$ cat config.mk
export PLATFORM = sky130hd
export DESIGN_NAME = hpdl1414_multi_display
export DESIGN_NICKNAME = d
export VERILOG_FILES = /design/src/rtl/hpdl_pkg.sv /design/src/rtl/hpdl1414_bus_writer.sv /design/src/rtl/hpdl1414_multi_display.sv
export SDC_FILE = /design/constraint.sdc
export NUM_CORES = 1
export LEC_CHECK = 0
export BUFFER_PORTS_ARGS = -buffer_cell sky130_fd_sc_hd__buf_2
export CAP_MARGIN = 20
export CORE_MARGIN = 4
export CORE_UTILIZATION = 50
export CTS_BUF_LIST = sky130_fd_sc_hd__clkbuf_8
export CTS_CLUSTER_SIZE = 30
export DETAILED_ROUTE_END_ITERATION = 10
export PLACE_DENSITY = 0.67
export SLEW_MARGIN = 10
export SYNTH_ARGS = -nofsm -noshare
export SYNTH_HDL_FRONTEND = slang
export SYNTH_SLANG_ARGS = --single-unit
$ cat constraint.sdc
create_clock -name CLK_i -period 4.7 [get_ports CLK_i]
set_clock_uncertainty 0.1 [all_clocks]
set_input_delay 0.94 -clock CLK_i [delete_from_list [all_inputs] [get_ports CLK_i]]
set_output_delay 0.94 -clock CLK_i [all_outputs]
set_load 0.05 [all_outputs]
$ cat src/rtl/hpdl_pkg.sv
// ============================================================================
// Module      : hpdl_pkg
// Description : Shared types, control-code constants and character folding
//               for the HPDL-1414 multi-module display controller.
// Revision    : 1.0 - initial release
// ============================================================================
`default_nettype none

package hpdl_pkg;

  typedef enum logic [1:0] {
    WR_IDLE  = 2'd0,
    WR_SETUP = 2'd1,
    WR_PULSE = 2'd2,
    WR_HOLD  = 2'd3
  } wr_state_t;

  localparam logic [7:0] c_cr    = 8'h0D;
  localparam logic [7:0] c_ff    = 8'h0C;
  localparam logic [7:0] c_bs    = 8'h08;
  localparam logic [6:0] c_space = 7'h20;

  // Returns {valid, code}; lower-case letters fold onto the display's upper-case set.
  function automatic logic [7:0] fold_char(input logic [7:0] b);
    if (b >= 8'h20 && b <= 8'h5F)
      fold_char = {1'b1, b[6:0]};
    else if (b >= 8'h60 && b <= 8'h7E)
      fold_char = {1'b1, b[6:0] - 7'h20};
    else
      fold_char = 8'h00;
  endfunction

endpackage

`default_nettype wire

$ cat src/rtl/hpdl1414_bus_writer.sv
// ============================================================================
// Module      : hpdl1414_bus_writer
// Description : SETUP/PULSE/HOLD bus timing for one HPDL-1414 digit write.
// Revision    : 1.0 - initial release
// ============================================================================
`default_nettype none

module hpdl1414_bus_writer
  import hpdl_pkg::*;
#(
  parameter int NUM_MODULES = 2,
  parameter int SETUP_CYC   = 1,
  parameter int PULSE_CYC   = 2,
  parameter int HOLD_CYC    = 1,
  parameter int IDX_W       = 3
) (
  input  logic                   clk,
  input  logic                   rst,
  input  logic                   i_start,
  input  logic [IDX_W-1:0]       i_idx,
  input  logic [6:0]             i_char,
  output logic [6:0]             o_hpdl_d,
  output logic [1:0]             o_hpdl_a,
  output logic [NUM_MODULES-1:0] o_hpdl_wr,
  output logic                   o_done
);

  localparam int c_mod_w = (NUM_MODULES > 1) ? $clog2(NUM_MODULES) : 1;
  localparam int c_cnt_w = 8;

  wr_state_t            r_state;
  logic [c_cnt_w-1:0]   r_cnt;
  logic [c_mod_w-1:0]   r_mod;

  assign o_done = (r_state == WR_HOLD) && (r_cnt == '0);

  always_ff @(posedge clk) begin
    if (rst) begin
      r_state   <= WR_IDLE;
      r_cnt     <= '0;
      r_mod     <= '0;
      o_hpdl_d  <= '0;
      o_hpdl_a  <= '0;
      o_hpdl_wr <= '1;
    end else begin
      case (r_state)
        WR_IDLE: begin
          if (i_start) begin
            o_hpdl_d <= i_char;
            o_hpdl_a <= 2'd3 - i_idx[1:0];
            r_mod    <= c_mod_w'(i_idx >> 2);
            r_cnt    <= c_cnt_w'(SETUP_CYC - 1);
            r_state  <= WR_SETUP;
          end
        end
        WR_SETUP: begin
          if (r_cnt == '0) begin
            o_hpdl_wr <= ~(NUM_MODULES'(1) << r_mod);
            r_cnt     <= c_cnt_w'(PULSE_CYC - 1);
            r_state   <= WR_PULSE;
          end else begin
            r_cnt <= r_cnt - c_cnt_w'(1);
          end
        end
        WR_PULSE: begin
          if (r_cnt == '0) begin
            o_hpdl_wr <= '1;
            r_cnt     <= c_cnt_w'(HOLD_CYC - 1);
            r_state   <= WR_HOLD;
          end else begin
            r_cnt <= r_cnt - c_cnt_w'(1);
          end
        end
        WR_HOLD: begin
          if (r_cnt == '0) r_state <= WR_IDLE;
          else             r_cnt   <= r_cnt - c_cnt_w'(1);
        end
        default: r_state <= WR_IDLE;
      endcase
    end
  end

endmodule

`default_nettype wire

$ cat src/rtl/hpdl1414_multi_display.sv
// ============================================================================
// Module      : hpdl1414_multi_display
// Description : Character buffer, cursor and dirty-digit arbiter driving a
//               chain of HPDL-1414 modules through a shared write bus.
// Revision    : 1.0 - initial release
// ============================================================================
`default_nettype none

module hpdl1414_multi_display
  import hpdl_pkg::*;
#(
  parameter int NUM_MODULES = 2,
  parameter int SETUP_CYC   = 1,
  parameter int PULSE_CYC   = 2,
  parameter int HOLD_CYC    = 1
) (
  input  logic                   CLK_i,
  input  logic                   RST_i,
  input  logic [7:0]             RX_DATA_i,
  input  logic                   RX_VALID_i,
  output logic                   RX_READY_o,
  input  logic                   MODE_SCROLL_i,
  output logic [6:0]             HPDL_D_o,
  output logic [1:0]             HPDL_A_o,
  output logic [NUM_MODULES-1:0] HPDL_WR_o,
  output logic                   BUSY_o
);

  localparam int c_num_digits = 4 * NUM_MODULES;
  localparam int c_idx_w      = $clog2(c_num_digits);
  localparam int c_cur_w      = $clog2(c_num_digits + 1);
  localparam logic [c_idx_w-1:0] c_last_idx = c_idx_w'(c_num_digits - 1);
  localparam logic [c_cur_w-1:0] c_end      = c_cur_w'(c_num_digits);

  logic [6:0]              r_buf [c_num_digits];
  logic [c_num_digits-1:0] r_dirty;
  logic [c_cur_w-1:0]      r_cursor;
  logic [c_idx_w-1:0]      r_last;
  logic                    r_rx_ready;
  logic                    r_busy;
  logic                    r_mode_d;
  logic                    r_eng_busy;

  logic [6:0]              w_buf_nxt [c_num_digits];
  logic [c_num_digits-1:0] w_dirty_nxt;
  logic [c_cur_w-1:0]      w_cursor_nxt;
  logic [c_idx_w-1:0]      w_pick;
  logic [c_idx_w-1:0]      w_scan;
  logic                    w_pick_valid;
  logic                    w_start;
  logic                    w_done;
  logic                    w_accept;
  logic [7:0]              w_fold;
  logic                    w_at_end;
  logic [c_idx_w-1:0]      w_wr_idx;
  logic [c_idx_w-1:0]      w_bs_idx;

  assign w_accept   = RX_VALID_i & r_rx_ready;
  assign w_fold     = fold_char(RX_DATA_i);
  assign w_at_end   = (r_cursor == c_end);
  assign w_wr_idx   = w_at_end ? '0 : r_cursor[c_idx_w-1:0];
  assign w_bs_idx   = c_idx_w'(r_cursor - c_cur_w'(1));
  assign w_start    = w_pick_valid & ~r_eng_busy;
  assign RX_READY_o = r_rx_ready;
  assign BUSY_o     = r_busy;

  // Scan from the farthest offset down so the nearest dirty digit after r_last wins.
  always_comb begin
    w_pick_valid = 1'b0;
    w_pick       = '0;
    w_scan       = '0;
    for (int off = c_num_digits; off >= 1; off--) begin
      w_scan = c_idx_w'((int'(r_last) + off) % c_num_digits);
      if (r_dirty[w_scan]) begin
        w_pick_valid = 1'b1;
        w_pick       = w_scan;
      end
    end
  end

  // Dirty clear for the latched digit comes first so a same-cycle byte write re-marks it.
  always_comb begin
    w_buf_nxt    = r_buf;
    w_dirty_nxt  = r_dirty;
    w_cursor_nxt = r_cursor;
    if (w_start) w_dirty_nxt[w_pick] = 1'b0;
    if (w_accept) begin
      if (w_fold[7]) begin
        if (w_at_end && MODE_SCROLL_i) begin
          for (int i = 0; i < c_num_digits - 1; i++) begin
            w_buf_nxt[i] = r_buf[i+1];
            if (r_buf[i+1] != r_buf[i]) w_dirty_nxt[i] = 1'b1;
          end
          w_buf_nxt[c_num_digits-1] = w_fold[6:0];
          if (w_fold[6:0] != r_buf[c_num_digits-1]) w_dirty_nxt[c_num_digits-1] = 1'b1;
        end else begin
          w_buf_nxt[w_wr_idx]   = w_fold[6:0];
          w_dirty_nxt[w_wr_idx] = 1'b1;
          if (MODE_SCROLL_i || w_wr_idx != c_last_idx)
            w_cursor_nxt = c_cur_w'(w_wr_idx) + c_cur_w'(1);
          else
            w_cursor_nxt = '0;
        end
      end else if (RX_DATA_i == c_cr) begin
        w_cursor_nxt = '0;
      end else if (RX_DATA_i == c_ff) begin
        for (int i = 0; i < c_num_digits; i++) w_buf_nxt[i] = c_space;
        w_dirty_nxt  = '1;
        w_cursor_nxt = '0;
      end else if (RX_DATA_i == c_bs && r_cursor != '0) begin
        w_cursor_nxt          = r_cursor - c_cur_w'(1);
        w_buf_nxt[w_bs_idx]   = c_space;
        w_dirty_nxt[w_bs_idx] = 1'b1;
      end
    end
    if (r_mode_d && !MODE_SCROLL_i && w_at_end) w_cursor_nxt = '0;
  end

  always_ff @(posedge CLK_i) begin
    if (RST_i) begin
      for (int i = 0; i < c_num_digits; i++) r_buf[i] <= c_space;
      r_dirty    <= '1;
      r_cursor   <= '0;
      r_last     <= c_last_idx;
      r_rx_ready <= 1'b0;
      r_busy     <= 1'b0;
      r_mode_d   <= 1'b0;
      r_eng_busy <= 1'b0;
    end else begin
      r_buf      <= w_buf_nxt;
      r_dirty    <= w_dirty_nxt;
      r_cursor   <= w_cursor_nxt;
      r_rx_ready <= 1'b1;
      r_busy     <= (|r_dirty) | r_eng_busy;
      r_mode_d   <= MODE_SCROLL_i;
      if (w_start) begin
        r_last     <= w_pick;
        r_eng_busy <= 1'b1;
      end else if (w_done) begin
        r_eng_busy <= 1'b0;
      end
    end
  end

  hpdl1414_bus_writer #(
    .NUM_MODULES (NUM_MODULES),
    .SETUP_CYC   (SETUP_CYC),
    .PULSE_CYC   (PULSE_CYC),
    .HOLD_CYC    (HOLD_CYC),
    .IDX_W       (c_idx_w)
  ) u_writer (
    .clk       (CLK_i),
    .rst       (RST_i),
    .i_start   (w_start),
    .i_idx     (w_pick),
    .i_char    (r_buf[w_pick]),
    .o_hpdl_d  (HPDL_D_o),
    .o_hpdl_a  (HPDL_A_o),
    .o_hpdl_wr (HPDL_WR_o),
    .o_done    (w_done)
  );

endmodule

`default_nettype wire

==> results of run 1 <==
## cells in the final DEF (no fill, tap or decap), types with 6 or more instances in the layout
cell and n:
inv_1 20, a211oi_1 6, a211o_1 14, mux2i_1 23, nand3_1 15, mux2_2 11, dfxtp_1 97, a221o_1 7
o21ai_0 30, a221oi_1 11, a22oi_1 57, mux4_2 16, xnor2_1 37, nand2b_1 8, a22o_1 42, nand2_1 54
nor2b_1 6, nand4_1 13, ha_1 14, nor4_1 8, nor2_1 95, buf_2 24, a21oi_2 9, xor2_1 30
clkbuf_8 11, buf_4 15, nor3_1 16, o21ai_1 8, a21oi_1 43
## cell families (layout without fill, tap and decap cells)
group           after synthesis  in the layout
xor+xnor                     67             67
simple gates                245            245
buf+inv                      78             76
compound gates              265            265
flops                        97             97
mux                          51             51
fa+ha+maj                    14             14
## Yosys cell counts (5+ instances only)
cell      instances
xnor2_1          37
buf_2            10
a21oi_1          43
mux2_2           11
nor4_1            8
nand2b_1          8
nor2_1           96
xor2_1           30
nand4_1          13
clkbuf_1         35
mux2i_1          23
nor3_1           16
a221o_1           7
o21ai_1           8
a21oi_2           9
o21ai_0          30
dfxtp_1          97
nor2b_1           6
and3_1            5
buf_1             6
mux4_2           16
ha_1             14
a22o_1           42
a211o_1          14
a22oi_1          57
a211oi_1          6
inv_1            20
buf_6             5
nand3_1          15
a221oi_1         11
nand2_1          54
## stage by stage
| step | hold slack, ns | setup WS [ns] | utilization |
|---|---|---|---|
| floorplan | 0.3493 | 1.092 | - |
| global placement | 0.3569 | 0.8373 | 0.5315 |
| detailed placement | 0.3700 | 0.7702 | 0.5315 |
| CTS | 0.3843 | 0.7528 | 0.5457 |
| global route | 0.4236 | 0.2788 | 0.5457 |
| finish | 0.3836 | 0.6321 | 0.5457 |
## layer usage
| metal | wire length [µm] | up-vias | global-route usage |
|---|---|---|---|
| met2 | 8894 | 277 | 0.3676 |
| li1 | - | 3052 | - |
| met1 | 9357 | 3181 | 0.3779 |
| met4 | 357 | 0 | 0.08227 |
| met3 | 1684 | 29 | 0.05928 |
| met5 | 0 | - | 0 |
## critical path, delay by kind of cell (launching register included)
family / cells / cell delay [ns]
AOI/OAI and AO/OA: 4 / 0.72
adders and majority gates: 1 / 0.60
buffers and inverters: 2 / 0.34
DFF: 1 / 0.34
muxes: 2 / 0.67
and+or+nand+nor: 2 / 1.18
## worst max-delay path by stage
stage | end | startpoint | slack (ns)
floorplan | u_writer.o_hpdl_d[1] | r_last[0] | 1.09
detailed placement | u_writer.o_hpdl_d[1] | r_last[0] | 0.77
finish | u_writer.o_hpdl_d[6] | r_last[0] | 0.63
global route | u_writer.o_hpdl_d[0] | r_last[0] | 0.28
global placement | u_writer.o_hpdl_d[5] | r_last[0] | 0.84
CTS | u_writer.o_hpdl_d[1] | r_last[0] | 0.75
## sequential cells by signal, summed over array words and instances, names as in the netlist, 2 cells and up
name,flops
r_buf,56
r_dirty,8
u_writer.r_cnt,8
u_writer.o_hpdl_d,7
r_cursor,4
r_last,3
u_writer.o_hpdl_a,2
u_writer.o_hpdl_wr,2
u_writer.r_state,2
## final cells by class
class | count | area [µm²] | area share
multi-input cells | 642 | 4604 | 0.6322
flip-flops and latches | 97 | 1942 | 0.2666
repair buffers | 40 | 252.7 | 0.03470
well taps | 176 | 220.2 | 0.03024
clock buffers | 11 | 151.4 | 0.02079
inverters | 20 | 75.07 | 0.01031
clock inverters | 5 | 37.54 | 0.005154
## power groups by stage
stage                     combinational [W]  clock (W)  sequential, W
after global placement              0.00201          0        0.00107
after floorplan                     0.00160          0        0.00115
final                               0.00208   0.000539        0.00107
after CTS                           0.00206   0.000554        0.00106
after global routing                0.00226   0.000586        0.00108
after detailed placement            0.00205          0        0.00108
==> impl_metrics.json, run 1 <==
{
  "status": "completed",
  "synth.mux.area_fraction": 0.1075,
  "dp_hpwl_mm": 14.51,
  "max_freq_mhz": 245.8,
  "relSlewSlack": 0.3233,
  "path_class": "flip-flop to flip-flop",
  "post-cts-setup-buffer-count": 0,
  "avgSynthCellArea_um2": 8.432,
  "sequentialPowerShare": 0.290,
  "crit_path_end_kind": "flip-flop",
  "r2r_start": "r_last[0]",
  "power.leakage_nw": 2.761,
  "clk_pin_slew_ns": 0.10,
  "cell_internal_pwr_w": 0.001950,
  "synth_flop_cell": "dfxtp_1",
  "grt_use_total": 0.2557,
  "drv_cap": 0,
  "die_h_um": 125.4,
  "cp-start-kind": "flip-flop",
  "synth_edf_count": 0,
  "hold_class": "flip-flop to flip-flop",
  "crit_fanout": 11,
  "postPlaceCellArea_um2": 7094,
  "clockBufferDepth": 2,
  "grt_max_degree": 68,
  "async_flop_share": 0,
  "cp_slowest_stage_delay_ns": 0.81,
  "synth-simple-area-share": 0.1669,
  "period_minus_slack_ns": 4.068,
  "fill_cells": 1226,
  "initial_core_util": 0.5161,
  "drv_slew": 0,
  "num_vias": 6539,
  "htreeDepth": 3,
  "syn_area_um2": 6889,
  "ant_nets": 0,
  "area_growth_pct": 5.721,
  "antenna_found_initial": 0,
  "slowest_stage": "nor3_1",
  "clkLatencyLatePin_ns": 0.38,
  "die_w_um": 125.4,
  "core-area_um2": 13350,
  "synth-compound-area-share": 0.2822,
  "io_pins": 25,
  "synth.distinct_cells": 66,
  "irDropWorstVdd_uv": 208.4,
  "yosysTopAreaCell": "dfxtp_1",
  "design_area_um2": 7283,
  "rows": 42,
  "die_area_um2": 15720,
  "place_congestion": 0.9397,
  "p_per_area_nw_per_um2": 506.7,
  "dpl.cell_count": 975,
  "vias_per_cell": 6.598,
  "cts-root-buf": "clkbuf_8",
  "ys_seq_area_frac": 0.2819,
  "rsz0062_at_grt": "no",
  "p_sw_w": 0.001740,
  "power_frac_comb": 0.564,
  "switching_share": 0.4715,
  "overflow": 0,
  "reg2reg_slack_ns": 0.63,
  "synth_top_family_by_area": "compound AO/OA/AOI/OAI gates",
  "critPathArrivalTime_ns": 4.24,
  "drive_above_1_share": 0.1264,
  "setup_violations": 0,
  "p_total_w": 0.003690,
  "min_delay_worst_endpoint": "u_writer.r_cnt[1]",
  "diodes": 0,
  "final_hold_viol_count": 0,
  "syn_nets": 843,
  "worstPathRequired_ns": 4.87,
  "synth-xor-area-share": 0.08518,
  "rr_endpoint": "u_writer.o_hpdl_d[6]",
  "clockPowerShare": 0.146,
  "cts_tree": "built",
  "hold_path_depth": 2,
  "cts_hold_buf": 0,
  "synth-seq-cells": 97,
  "cts_buffers": 9,
  "clkSinkCount": 97,
  "grt_pass1_vias": 6081,
  "cts_resized": 0,
  "ff2ff_path_depth": 11,
  "hp-start": "u_writer.r_cnt[1]",
  "wl_per_cell_um": 20.48,
  "stdcell_count": 991,
  "drc": 0,
  "syn-instance-count": 817,
  "routed_wl_mm": 20.29,
  "worstMarginPinSlew_ns": 1.007,
  "grt_pass1_wl_mm": 32.87,
  "finalCritPeriodShare": 0.8655,
  "synth-adder-area-share": 0.02543,
  "drtIter0Drc": 740,
  "cp_cell_sequence": "inv_1 > ha_1 > buf_4 > mux2i_1 > mux4_2 > o211ai_1 > a211oi_1 > nor3_1 > nand2_1 > a221oi_1 > a21oi_1",
  "portBuffers": 24,
  "synth_top_cell_area_share": 0.2819,
  "dr.pass1.iters": 6,
  "fin_nets": 836,
  "fin_tns_setup_ns": 0,
  "yosysWarnings": 0,
  "synth_area_leaders": "dfxtp_1 28%, a22oi_1 6.2%, a22o_1 5.3%, mux4_2 5.2%, nor2_1 5.2%"
}
Note: power is estimated with default switching activity, not from simulation.
==> inputs of run 2 (changes only) <==
--- a/config.mk
+++ b/config.mk
@@ -5,6 +5,7 @@
 export SDC_FILE = /design/constraint.sdc
 export NUM_CORES = 1
 export LEC_CHECK = 0
+export ABC_AREA = 1
 export BUFFER_PORTS_ARGS = -buffer_cell sky130_fd_sc_hd__buf_2
 export CAP_MARGIN = 20
 export CORE_MARGIN = 4
==> run 2 against run 1 <==
Sequential power hardly changed; clock-buffer cell count shrank 1; die area grew 0.54%; sequential share of layout area down 0.16 points; flip-flop and latch count stayed put; clock power is 17% higher; global-route usage grew 0.47 points; highest routed layer unchanged.
==> impl_metrics.json, run 2 <==
{
  "status": "completed",
  "cts_hold_buf": 0,
  "io_pins": 25,
  "clk_pin_slew_ns": 0.10,
  "crit_fanout": 12,
  "grt_use_total": 0.2604,
  "ff2ff_path_depth": 18,
  "synth_flop_cell": "dfxtp_1",
  "yosysMostFrequentCell": "nand2_1",
  "cp-start-kind": "flip-flop",
  "syn-instance-count": 1072,
  "die_area_um2": 15810,
  "overflow": 0,
  "multi_input_area_um2": 4272,
  "die_h_um": 125.7,
  "avgSynthCellArea_um2": 6.464,
  "largest_reg_flops": 56,
  "irDropWorstVdd_uv": 325.7,
  "synth_area_leaders": "dfxtp_1 28%, nand2_1 14%, nand3_1 6.4%, a21oi_1 6.1%, inv_1 5.9%",
  "htreeDepth": 3,
  "final_hold_viol_count": 0,
  "setup.worst_path.end": "r_dirty[0]",
  "drv_slew": 0,
  "rr_endpoint": "r_dirty[0]",
  "grt_pass1_vias": 6665,
  "critPathArrivalTime_ns": 3.88,
  "synth_top_cells_by_count": "255 x nand2_1, 109 x inv_1, 97 x dfxtp_1",
  "max_freq_mhz": 268.3,
  "antenna_found_initial": 0,
  "drv_cap": 0,
  "async_flop_share": 0,
  "post-cts-setup-buffer-count": 0,
  "ant_nets": 0,
  "clockBufferDepth": 2,
  "r2r_start": "r_last[0]",
  "final_common_cell": "nand2_1",
  "grt_max_degree": 50,
  "fin_nets": 1101,
  "rsz0062_at_grt": "no",
  "die_w_um": 125.7,
  "grt_pass1_wl_mm": 33.89,
  "cts_resized": 0,
  "rows": 42,
  "period_minus_slack_ns": 3.727,
  "ff_latch_area_um2": 1942,
  "cts_buffers": 9,
  "reg2reg_slack_ns": 0.97,
  "top_regs": "r_buf x56, r_dirty x8, u_writer.r_cnt x8",
  "diodes": 0,
  "synth.distinct_cells": 49,
  "worstPathRequired_ns": 4.86,
  "power.leakage_nw": 3.143,
  "finalCritPeriodShare": 0.7929,
  "vias_per_cell": 5.754,
  "routed_wl_mm": 20.81,
  "final_core_utilization": 0.5468,
  "num_vias": 7221,
  "clkLatencyLatePin_ns": 0.39,
  "setup_violations": 0,
  "top_register": "r_buf",
  "wl_per_cell_um": 16.58,
  "place_congestion": 0.9568,
  "fin_tns_setup_ns": 0,
  "syn_nets": 1098,
  "clkSinkCount": 97,
  "final_cell_mix": "255 x nand2_1, 109 x inv_1, 97 x dfxtp_1",
  "path_class": "flip-flop to flip-flop",
  "synth_top_cell_area_share": 0.2802,
  "dp_hpwl_mm": 15.44,
  "initial_core_util": 0.5171,
  "cts-root-buf": "clkbuf_8",
  "area_growth_pct": 5.742,
  "drtIter0Drc": 696,
  "portBuffers": 24,
  "ys_seq_area_frac": 0.2802,
  "worstMarginPinSlew_ns": 0.7851,
  "dr.pass1.iters": 6,
  "fill_cells": 1418,
  "synth_edf_count": 0,
  "crit_path_end_kind": "flip-flop",
  "fin_hold_ws_ns": 0.3735,
  "yosysWarnings": 0,
  "relSlewSlack": 0.4760,
  "drive_above_1_share": 0.09917,
  "synth-seq-cells": 97,
  "cts_tree": "built",
  "drc": 0,
  "p_per_area_nw_per_um2": 597.8,
  "syn_area_um2": 6929,
  "hold_class": "flip-flop to flip-flop",
  "core-area_um2": 13400,
  "setup.worst_path.start": "r_last[0]",
  "yosysTopAreaCell": "dfxtp_1"
}
-- run 2: cell types whose count changed in the layout (fill, tap and decap cells not counted), moves of 21 or more --
cell     delta
a22oi_1    -56
mux2i_1    -23
a22o_1     -41
inv_1      +89
nand2_2    +21
nand2_1   +201
nand3_1    +74
a21oi_1    +42
nor2_1     -27
o21ai_0    +40
-- run 2: where the power goes --
| part | internal (W) | leakage [nW] | total, W | switching (W) |
|---|---|---|---|---|
| clock | 0.000316 | 0.109 | 0.000630 | 0.000315 |
| sequential | 0.000955 | 0.791 | 0.00110 | 0.000148 |
| combinational | 0.000775 | 2.24 | 0.00265 | 0.00187 |
| total | 0.00205 | 3.14 | 0.00438 | 0.00233 |
-- run 2: worst min-delay path by stage --
stage	from	endpoint	slack, ns	cells past startpoint
2_1_floorplan	u_writer.r_cnt[7]	u_writer.r_cnt[7]	0.33	2
3_3_place_gp	u_writer.o_hpdl_wr[1]	u_writer.o_hpdl_wr[1]	0.35	1
3_5_place_dp	r_buf[13]	r_buf[13]	0.36	2
4_1_cts	r_buf[13]	r_buf[13]	0.38	2
5_1_grt	u_writer.o_hpdl_wr[1]	u_writer.o_hpdl_wr[1]	0.42	1
6_report	u_writer.r_cnt[7]	u_writer.r_cnt[7]	0.37	2
-- run 2: cells by family (layout without fill, tap and decap cells) --
kind of cell / Yosys count / after routing / synth area share
AND/OR/NAND/NOR: 484 / 484 / 0.3095
XOR/XNOR: 46 / 46 / 0.06085
buffers and inverters: 169 / 176 / 0.1033
AO/OA/AOI/OAI: 262 / 262 / 0.2208
adder cells (fa/ha/maj): 14 / 14 / 0.02528
flip-flops: 97 / 97 / 0.2802
-- run 2: worst max-delay path, cell delays in order, from the launching register on --
cell	delay, ns
dfxtp_1	0.72
inv_2	0.18
ha_1	0.44
inv_2	0.17
nand3_1	0.12
nand3_1	0.15
nand2_1	0.10
nand3_1	0.10
nand3_1	0.07
nand2_1	0.06
nand2_1	0.05
nand2_1	0.05
nand2_1	0.05
nand2_1	0.25
nand2_1	0.33
inv_1	0.18
nand2_1	0.08
o21ai_0	0.30
nand2_1	0.08
-- run 2: metrics by stage --
step                      area, µm²  total power, W  cells  setup WS (ns)
after floorplan                6929        0.003377   1072          2.134
after global placement         7097        0.003734   1239          1.024
after detailed placement       7097        0.003740   1239          1.028
after CTS                      7320        0.004374   1254         0.9972
after global routing           7327        0.004784   1255         0.6349
final                          7327        0.004380   1255         0.9732
-- run 2: area by class of cell --
type                       instances  area share
clock buffer                      10     0.01878
clock inverter                     5     0.01161
inverter                         128     0.06592
multi-input combinational        806      0.5830
sequential                        97      0.2650
tap                              176     0.03005
timing repair buffer              33     0.02561
-- run 2: routing by layer --
| layer | up-vias | wire length, µm | share of wire | track usage |
|---|---|---|---|---|
| li1 | 3614 | - | - | - |
| met1 | 3260 | 9475 | 0.46 | 0.3646 |
| met2 | 304 | 9366 | 0.45 | 0.4113 |
| met3 | 43 | 1526 | 0.073 | 0.04318 |
| met4 | 0 | 446 | 0.021 | 0.08099 |
| met5 | - | 0 | 0 | 0 |
==> inputs of run 3 (changes only) <==
--- a/config.mk
+++ b/config.mk
@@ -13,7 +13,7 @@
 export CTS_BUF_LIST = sky130_fd_sc_hd__clkbuf_8
 export CTS_CLUSTER_SIZE = 30
 export DETAILED_ROUTE_END_ITERATION = 10
-export PLACE_DENSITY = 0.67
+export PLACE_DENSITY = 0.69
 export SLEW_MARGIN = 10
 export SYNTH_ARGS = -nofsm -noshare
 export SYNTH_HDL_FRONTEND = slang
==> constraint.sdc (replaced) <==
create_clock -name CLK_i -period 3.25 [get_ports CLK_i]
set_clock_uncertainty 0.1 [all_clocks]
set_input_delay 0.65 -clock CLK_i [delete_from_list [all_inputs] [get_ports CLK_i]]
set_output_delay 0.65 -clock CLK_i [all_outputs]
set_load 0.05 [all_outputs]
==> run 3 against run 2 <==
First-iteration DRC count decreased by 5.0%; global-route usage down 0.33 points; final area increased by 1.5%; sequential power increased by 42%; combinational power is 56% higher; non-clock buffer count increased by 20; clock power rose by 14%; cell count rose by 1.8%; sequential share of layout area is 0.39 points lower; power up 47%; largest cell class unchanged; largest power group unchanged.
==> impl_metrics.json, run 3 (synthesized netlist as in run 2, its figures left out) <==
{
  "diodes": 0,
  "drc": 0,
  "initial_core_util": 0.5171,
  "path_class": "flip-flop to flip-flop",
  "grt_max_degree": 45,
  "finalCritPeriodShare": 0.9090,
  "period_minus_slack_ns": 2.954,
  "rsz0062_at_grt": "no",
  "cts_hold_buf": 0,
  "p_per_area_nw_per_um2": 863.0,
  "cts_resized": 0,
  "final_hold_viol_count": 0,
  "dr.pass1.iters": 6,
  "grt_use_total": 0.2570,
  "crit_fanout": 22,
  "portBuffers": 24,
  "routed_wl_mm": 20.93,
  "antenna_found_initial": 0,
  "post-cts-setup-buffer-count": 0,
  "top_register": "r_buf",
  "core-area_um2": 13400,
  "hold_class": "flip-flop to flip-flop",
  "irDropWorstVdd_uv": 437.8,
  "cts-root-buf": "clkbuf_8",
  "overflow": 0,
  "io_pins": 25,
  "rows": 42,
  "die_area_um2": 15810,
  "vias_per_cell": 5.821,
  "clkSinkCount": 97,
  "final_cell_mix": "255 x nand2_1, 111 x inv_1, 97 x dfxtp_1",
  "clkLatencyLatePin_ns": 0.39,
  "die_h_um": 125.7,
  "relSlewSlack": 0.4667,
  "place_congestion": 0.9576,
  "dp_hpwl_mm": 15.60,
  "clockBufferDepth": 2,
  "cts_buffers": 9,
  "top_regs": "r_buf x56, r_dirty x8, u_writer.r_cnt x8",
  "cp-start-kind": "flip-flop",
  "ant_nets": 0,
  "die_w_um": 125.7,
  "power.leakage_nw": 3.233,
  "crit_path_end_kind": "flip-flop",
  "drv_cap": 0,
  "area_growth_pct": 7.313,
  "wl_per_cell_um": 16.39,
  "setup_violations": 0,
  "final_common_cell": "nand2_1",
  "htreeDepth": 3,
  "p_total_w": 0.006417,
  "grt_pass1_vias": 6554,
  "status": "completed",
  "worstMarginPinSlew_ns": 0.7990,
  "clk_pin_slew_ns": 0.10,
  "drive_above_1_share": 0.1153,
  "final_core_utilization": 0.5549,
  "largest_reg_flops": 56,
  "drtIter0Drc": 661,
  "fin_nets": 1123,
  "drv_slew": 0,
  "grt_pass1_wl_mm": 33.31,
  "num_vias": 7433,
  "fin_tns_setup_ns": 0,
  "worstPathRequired_ns": 3.48,
  "max_freq_mhz": 338.5,
  "critPathArrivalTime_ns": 3.19,
  "cts_tree": "built"
}
==> run 3: per-stage QoR <==
step | hold slack (ns) | cell area, µm² | std cells | setup WS, ns
after floorplan | 0.3343 | 6929 | 1072 | 0.7606
after global placement | 0.3432 | 7254 | 1260 | 0.3323
after detailed placement | 0.3497 | 7254 | 1260 | 0.2850
after CTS | 0.3738 | 7413 | 1275 | 0.2688
after global routing | 0.4108 | 7436 | 1277 | 0.01063
final | 0.3701 | 7436 | 1277 | 0.2959
==> run 3: final cells by class <==
| cell class | instances | area (µm²) |
|---|---|---|
| clock buffer | 9 | 123.9 |
| clock inverter | 6 | 35.03 |
| timing repair buffer | 53 | 337.8 |
| multi-input combinational | 808 | 4294 |
| sequential | 97 | 1942 |
| inverter | 128 | 483.0 |
| fill | 1391 | 5964 |
| tap | 176 | 220.2 |
==> run 3: layer usage <==
layer	vias to the layer above	global-route usage	part of all wire
li1	3655	-	-
met1	3353	0.3498	0.44
met2	357	0.4100	0.45
met3	68	0.04657	0.083
met4	0	0.09056	0.032
met5	-	0	0
==> run 3: where the power goes <==
group / switching, W / internal [W]
Clock: 0.000449 / 0.000272
Combinational: 0.00291 / 0.00123
Sequential: 0.000178 / 0.00138
Total: 0.00354 / 0.00288
==> run 3: path summary, 6_finish.rpt <==
path / start / cells after the start / slack, ns / endpoint
worst min-delay path: u_writer.r_cnt[5] / 2 / 0.37 / u_writer.r_cnt[5]
worst min register to register: u_writer.r_cnt[5] / 2 / 0.37 / u_writer.r_cnt[5]
worst max-delay path: r_last[0] / 17 / 0.30 / u_writer.o_hpdl_d[0]
worst max register to register: r_last[0] / 17 / 0.30 / u_writer.o_hpdl_d[0]
==> run 3: worst max-delay path, stage by stage, from the launching register on <==
cell	delay (ns)
dfxtp_1	0.35
inv_2	0.09
ha_1	0.41
inv_2	0.17
nand3_1	0.13
nand3_1	0.15
nand2_1	0.11
nand2_1	0.08
nand2_1	0.04
nand2_1	0.07
nand2_2	0.06
nand2_4	0.24
nand2_4	0.23
o21ai_1	0.18
a21oi_1	0.05
nor2_1	0.25
nor2_1	0.09
nor2_1	0.08
